==> src/rtl/reg_ctrl_pkg.sv <==
// Shared definitions for the 32-bit register control port: function-select
// codes (also used by the register block), command opcodes and sequencer states.
package reg_ctrl_pkg;

    localparam logic [2:0] FS_DEC   = 3'b000;
    localparam logic [2:0] FS_INC   = 3'b001;
    localparam logic [2:0] FS_LOAD  = 3'b010;
    localparam logic [2:0] FS_CLEAR = 3'b011;
    localparam logic [2:0] FS_LO8   = 3'b100;
    localparam logic [2:0] FS_LO16  = 3'b101;
    localparam logic [2:0] FS_SHL8  = 3'b110;
    localparam logic [2:0] FS_SEXT  = 3'b111;

    typedef enum logic [1:0] {
        OP_LOAD  = 2'd0,
        OP_CLEAR = 2'd1,
        OP_INC_N = 2'd2,
        OP_DEC_N = 2'd3
    } cmd_op_e;

    typedef enum logic [1:0] {
        S_IDLE  = 2'd0,
        S_ISSUE = 2'd1,
        S_DONE  = 2'd2
    } state_e;

    function automatic logic [2:0] op_funsel(input cmd_op_e op);
        logic [2:0] fs;
        fs = FS_DEC;
        case (op)
            OP_LOAD:  fs = FS_LOAD;
            OP_CLEAR: fs = FS_CLEAR;
            OP_INC_N: fs = FS_INC;
            OP_DEC_N: fs = FS_DEC;
            default:  fs = FS_DEC;
        endcase
        return fs;
    endfunction

endpackage

==> src/rtl/reg_cmd_sequencer.sv <==
// Expands LOAD/CLEAR/INC_N/DEC_N commands into single-cycle register operations
// and tracks the value the register should hold in a shadow copy.
module reg_cmd_sequencer
    import reg_ctrl_pkg::*;
(
    input  logic        clock,
    input  logic        reset_n,
    input  logic        cmd_valid,
    output logic        cmd_ready,
    input  logic [1:0]  cmd_op,
    input  logic [31:0] cmd_data,
    input  logic [7:0]  cmd_count,
    input  logic        abort,
    output logic        reg_enable,
    output logic [2:0]  reg_funSel,
    output logic [31:0] reg_i,
    output logic        done,
    output logic        aborted,
    output logic [31:0] shadow
);

    state_e      state_q, state_d;
    cmd_op_e     op_q, op_d;
    logic [31:0] data_q, data_d;
    logic [7:0]  n_q, n_d;
    logic [31:0] shadow_q, shadow_d;
    logic        abort_d;

    logic        ready_q, enable_q, done_q, aborted_q;
    logic [2:0]  funsel_q;
    logic [31:0] reg_i_q;

    always_comb begin
        state_d  = state_q;
        op_d     = op_q;
        data_d   = data_q;
        n_d      = n_q;
        shadow_d = shadow_q;
        abort_d  = 1'b0;
        case (state_q)
            S_IDLE: begin
                if (cmd_valid) begin
                    op_d    = cmd_op_e'(cmd_op);
                    data_d  = cmd_data;
                    n_d     = (op_d == OP_LOAD || op_d == OP_CLEAR) ? 8'd1 : cmd_count;
                    state_d = (n_d != 8'd0) ? S_ISSUE : S_DONE;
                end
            end
            S_ISSUE: begin
                // Shadow moves on the same edge the register samples its operation.
                case (op_q)
                    OP_LOAD:  shadow_d = data_q;
                    OP_CLEAR: shadow_d = 32'd0;
                    OP_INC_N: shadow_d = shadow_q + 32'd1;
                    OP_DEC_N: shadow_d = shadow_q - 32'd1;
                    default:  shadow_d = shadow_q;
                endcase
                n_d = n_q - 8'd1;
                if (abort || n_q == 8'd1) begin
                    state_d = S_DONE;
                    abort_d = abort;
                end
            end
            S_DONE:  state_d = S_IDLE;
            default: state_d = S_IDLE;
        endcase
    end

    // Outputs are registered from next-state values so they line up with state_q.
    always_ff @(posedge clock or negedge reset_n) begin
        if (!reset_n) begin
            state_q   <= S_IDLE;
            op_q      <= OP_LOAD;
            data_q    <= 32'd0;
            n_q       <= 8'd0;
            shadow_q  <= 32'd0;
            ready_q   <= 1'b1;
            enable_q  <= 1'b0;
            funsel_q  <= FS_DEC;
            reg_i_q   <= 32'd0;
            done_q    <= 1'b0;
            aborted_q <= 1'b0;
        end else begin
            state_q   <= state_d;
            op_q      <= op_d;
            data_q    <= data_d;
            n_q       <= n_d;
            shadow_q  <= shadow_d;
            ready_q   <= (state_d == S_IDLE);
            enable_q  <= (state_d == S_ISSUE);
            funsel_q  <= (state_d == S_ISSUE) ? op_funsel(op_d) : FS_DEC;
            reg_i_q   <= (state_d == S_ISSUE && op_d == OP_LOAD) ? data_d : 32'd0;
            done_q    <= (state_d == S_DONE);
            aborted_q <= abort_d;
        end
    end

    assign cmd_ready  = ready_q;
    assign reg_enable = enable_q;
    assign reg_funSel = funsel_q;
    assign reg_i      = reg_i_q;
    assign done       = done_q;
    assign aborted    = aborted_q;
    assign shadow     = shadow_q;

endmodule

==> config.mk <==
export PLATFORM = sky130hd
export DESIGN_NAME = reg_cmd_sequencer
export DESIGN_NICKNAME = d
export VERILOG_FILES = /design/src/rtl/reg_ctrl_pkg.sv /design/src/rtl/reg_cmd_sequencer.sv
export SDC_FILE = /design/constraint.sdc
export NUM_CORES = 1
export LEC_CHECK = 0
export CAP_MARGIN = 5
export CORE_AREA = 2 2 99 149
export CTS_BUF_LIST = sky130_fd_sc_hd__clkbuf_16
export DETAILED_ROUTE_END_ITERATION = 8
export DIE_AREA = 0 0 101 151
export GPL_ROUTABILITY_DRIVEN = 0
export PLACE_DENSITY = 0.82
export SLEW_MARGIN = 30
export SYNTH_ARGS = -nofsm -noshare
export SYNTH_HDL_FRONTEND = slang
export SYNTH_SLANG_ARGS = --single-unit
==> constraint.sdc <==
create_clock -name clock -period 3.23 [get_ports clock]
set_input_delay 0.323 -clock clock [delete_from_list [all_inputs] [get_ports clock]]
set_output_delay 0.323 -clock clock [all_outputs]
set_load 0.01 [all_outputs]
==> summary.json, run 1 <==
{
  "number_of_gates_resized_after_cts": 0,
  "max_clock_freq_ghz": 0.338,
  "clock_skew_ps": 10.5,
  "net_count_synth": 829,
  "max_cap_viol_count": 0,
  "layout_min_cycle_time_ps": 2960,
  "drc": 0,
  "clock_latency_ps": 410,
  "core_area_um2": 13900,
  "ir_worst_vdd_v": 0.000611,
  "tritoncts.num_buffers": 17,
  "final_setup_fails": 0,
  "critPathMostFrequentCell": "sky130_fd_sc_hd__xnor2_1",
  "async_reset_ff_share_pct": 100,
  "utilization_pct": 60.1,
  "buffer_count_from_post_cts_setup_fixing": 0,
  "cts.sink_count": 114,
  "clock_path_buffers": 2,
  "port_buffers": 115,
  "synth_flop_cell": "sky130_fd_sc_hd__dfrtp_1",
  "htreeDepth": 4,
  "postCtsHoldBufs": 0,
  "grt_pass1_vias": 6064,
  "avgViaCountPerCell": 6.01,
  "area_growth_syn_to_layout_pct": 24.3,
  "die_area_um2": 15300,
  "cell_breakdown_of_the_critical_path": "xnor2_1 -> ha_1 -> nor3_1 -> nand3_1 -> nor4b_1 -> o31ai_1 -> a311oi_1 -> xnor2_1 -> mux2i_1 -> o21ai_1",
  "critPathRequiredTime_ps": 3490,
  "relSlewSlack_pct": 42.6,
  "timing.setup.critical_path_class": "reg2reg",
  "met3RoutedLength_um": 1070,
  "worst_path_max_stage_delay_ps": 500,
  "die_x_um": 101,
  "largest_net_degree_at_the_start_of_global_routing": 65,
  "clk_pin_slew_worst_paths_ps": 60,
  "route.final.wire_length_um": 18900,
  "timing.critical_path.slowest_stage_cell": "sky130_fd_sc_hd__dfrtp_1",
  "wirelength_met1_um": 7720,
  "avgRoutedWirePerCell_um": 18.4,
  "number_of_antenna_violations_at_the_first_check_in_global_routing": 0,
  "worstMarginPinSlew_ps": 860,
  "rows": 53,
  "power.leakage_nw": 3.72,
  "antenna_cells": 0,
  "die_h_um": 151,
  "drt.antenna.violating_nets": 0,
  "outcome": "finished clean",
  "drv_slew": 0,
  "dp.final_hpwl_um": 12900,
  "critical_path.endpoint_type": "flip-flop",
  "sequential_cell_area_in_the_final_layout_um2": 2850,
  "crit_path_max_fanout": 10,
  "final.setup.tns_ps": 0,
  "hold_class": "in2async",
  "grt_first_pass_wirelength_um": 30800,
  "finalHoldViolCount": 0,
  "vias": 6194,
  "cts_tree": "built",
  "global_route.usage.total_pct": 25.7,
  "num-nets-final": 907,
  "ys_warnings": 0,
  "topRoutingLayerUsed": "met4",
  "largest_cells_by_area_after_synthesis": "sky130_fd_sc_hd__dfrtp_1 (42%), sky130_fd_sc_hd__nand2_1 (8.2%), sky130_fd_sc_hd__and3_1 (3.3%)",
  "powerDensity_nw_per_um2": 1050,
  "yosys_register_bits": 114,
  "cp-start-kind": "flip-flop",
  "post_synth_inst_count": 774,
  "dp_cells": 998,
  "grt.overflow.total": 0,
  "io-pin-count": 117,
  "synth-edff-count": 0,
  "met2WireLength_um": 9440,
  "post-synth-top-area-cell": "sky130_fd_sc_hd__dfrtp_1",
  "setup_repair_after_global_routing_missed_its_margin": "false",
  "layout.filler_cells": 1148,
  "synth_top_area_share_pct": 42.0,
  "clk_root_buffer_cell": "sky130_fd_sc_hd__clkbuf_16",
  "multiInputGateArea_um2": 3400,
  "first_pass_iters": 5,
  "final-instance-count-excl-fill": 1030,
  "drtIter0Drc": 535,
  "syn_area_um2": 6730,
  "post_route_cells_drive_above_1_share_pct": 9.02,
  "syn-mean-instance-area_um2": 8.70,
  "hold-worst-slack_ps": 9.18,
  "initial_core_util_pct": 48.4,
  "worst-endpoint-arrival_ps": 3220,
  "synthDistinctLibCells": 81,
  "finalCritPeriodShare_pct": 91.6,
  "synth.yosys.seq_area_share_pct": 42.4
}
[path summary, 6_finish.rpt]
check,start,end,slack [ps],cells after the start
max,shadow[1],shadow[24],270,10
max reg2reg,shadow[1],shadow[24],270,10
min,reset_n,reg_i[8],9,1
min in group clock,cmd_data[23],data_q[23],460,3
min reg2reg,data_q[7],data_q[7],490,2
max in group asynchronous,reset_n,reg_funSel[0],2430,2
[sequential cells by signal (all words and copies together) (netlist names), 2 cells and up]
signal      flops
state_q         2
n_q             8
op_q            2
data_q         32
reg_funSel      2
shadow         32
reg_i          32
[routing by layer]
layer,vias to the layer above,GRT usage (%)
met5,-,0
met4,0,12.3
met3,56,4.25
met2,271,41.6
met1,2961,33.5
li1,2906,-
[logic make-up after synthesis]
logic type,share of synthesized area (%)
compound gates,18.4
fa+ha+maj,1.67
buf+inv,7.41
other cells,0.0557
mux,2.75
simple gates,24.9
xor+xnor,2.47
flops,42.4
[layout make-up]
cell class | instances | share of cell area (%)
clock buffers | 17 | 5.08
multi-input cells | 570 | 40.6
flip-flops and latches | 114 | 34.1
inverters | 20 | 0.897
repair buffers | 129 | 15.2
well taps | 165 | 2.47
clock inverters | 15 | 1.70
[critical path, delay by kind of cell, from the launching register on]
kind                       cells  cell delay, ps
AOI/OAI and AO/OA              3             580
xor gates and xnor gates       2             370
muxes                          1             220
adders and majority gates      1             280
and+or+nand+nor                3             850
DFF                            1             500
[synth_stat cells (all sizes together) (3+ instances only)]
cell    count
a222oi      6
a21oi      40
nand4       6
and4        4
nor4       13
mux2        4
o22ai       8
o31ai       4
nor2       58
nand2     149
a221oi      4
nand2b      4
and3       38
xor2        9
a31oi       8
buf        25
o21ai      50
nor3       24
xnor2      10
ha          9
mux2i      14
a41oi       4
o311ai      3
a22oi      20
inv        20
a211oi      4
a21o        4
or3        13
nand3      16
o211ai      5
a22o        4
clkbuf     45
dfrtp     113
and2        4
[where the power goes]
part           switching, mW  internal (mW)
clock                  0.669           1.12
sequential             0.835           1.99
combinational           2.38           1.83
[per-stage QoR]
step / cell area [um^2] / power, mW / setup WS (ps)
finish: 8370 / 8.82 / 272
detailed placement: 7800 / 6.93 / 354
global placement: 7790 / 6.81 / 445
floorplan: 6730 / 5.62 / 29.8
CTS: 8370 / 8.78 / 308
global route: 8370 / 9.39 / 89.9
[cell usage in the layout (no fill, tap or decap), types with 5 or more instances in the layout]
cell type / instances
sky130_fd_sc_hd__a31oi_1: 8
sky130_fd_sc_hd__dfrtp_1: 113
sky130_fd_sc_hd__nand2_1: 148
sky130_fd_sc_hd__xor2_1: 9
sky130_fd_sc_hd__nand3_1: 16
sky130_fd_sc_hd__a22oi_1: 20
sky130_fd_sc_hd__a21oi_1: 38
sky130_fd_sc_hd__clkinv_2: 5
sky130_fd_sc_hd__xnor2_1: 10
sky130_fd_sc_hd__o22ai_1: 8
sky130_fd_sc_hd__and3_1: 36
sky130_fd_sc_hd__ha_1: 9
sky130_fd_sc_hd__nor3_1: 23
sky130_fd_sc_hd__or3_1: 12
sky130_fd_sc_hd__nand4_1: 5
sky130_fd_sc_hd__buf_4: 13
sky130_fd_sc_hd__o21ai_0: 42
sky130_fd_sc_hd__inv_1: 19
sky130_fd_sc_hd__nor2_1: 58
sky130_fd_sc_hd__clkdlybuf4s50_1: 114
sky130_fd_sc_hd__a222oi_1: 6
sky130_fd_sc_hd__clkbuf_16: 17
sky130_fd_sc_hd__mux2i_1: 14
sky130_fd_sc_hd__o21ai_1: 7
sky130_fd_sc_hd__nor4_1: 9
Note: power is estimated with default switching activity, not from simulation.
==> inputs of run 2 (changes only) <==
--- a/config.mk
+++ b/config.mk
@@ -8,6 +8,7 @@
 export CAP_MARGIN = 5
 export CORE_AREA = 2 2 99 149
 export CTS_BUF_LIST = sky130_fd_sc_hd__clkbuf_16
+export CTS_CLUSTER_DIAMETER = 40
 export DETAILED_ROUTE_END_ITERATION = 8
 export DIE_AREA = 0 0 101 151
 export GPL_ROUTABILITY_DRIVEN = 0
==> results of run 2 <==
Same layout as run 1: the final DEF is identical, and so are final timing and power.
==> inputs of run 3 (changes only) <==
--- a/config.mk
+++ b/config.mk
@@ -17,3 +17,4 @@
 export SYNTH_ARGS = -nofsm -noshare
 export SYNTH_HDL_FRONTEND = slang
 export SYNTH_SLANG_ARGS = --single-unit
+export TNS_END_PERCENT = 20
==> results of run 3 <==
Same layout as run 1: the final DEF is identical, and so are final timing and power.
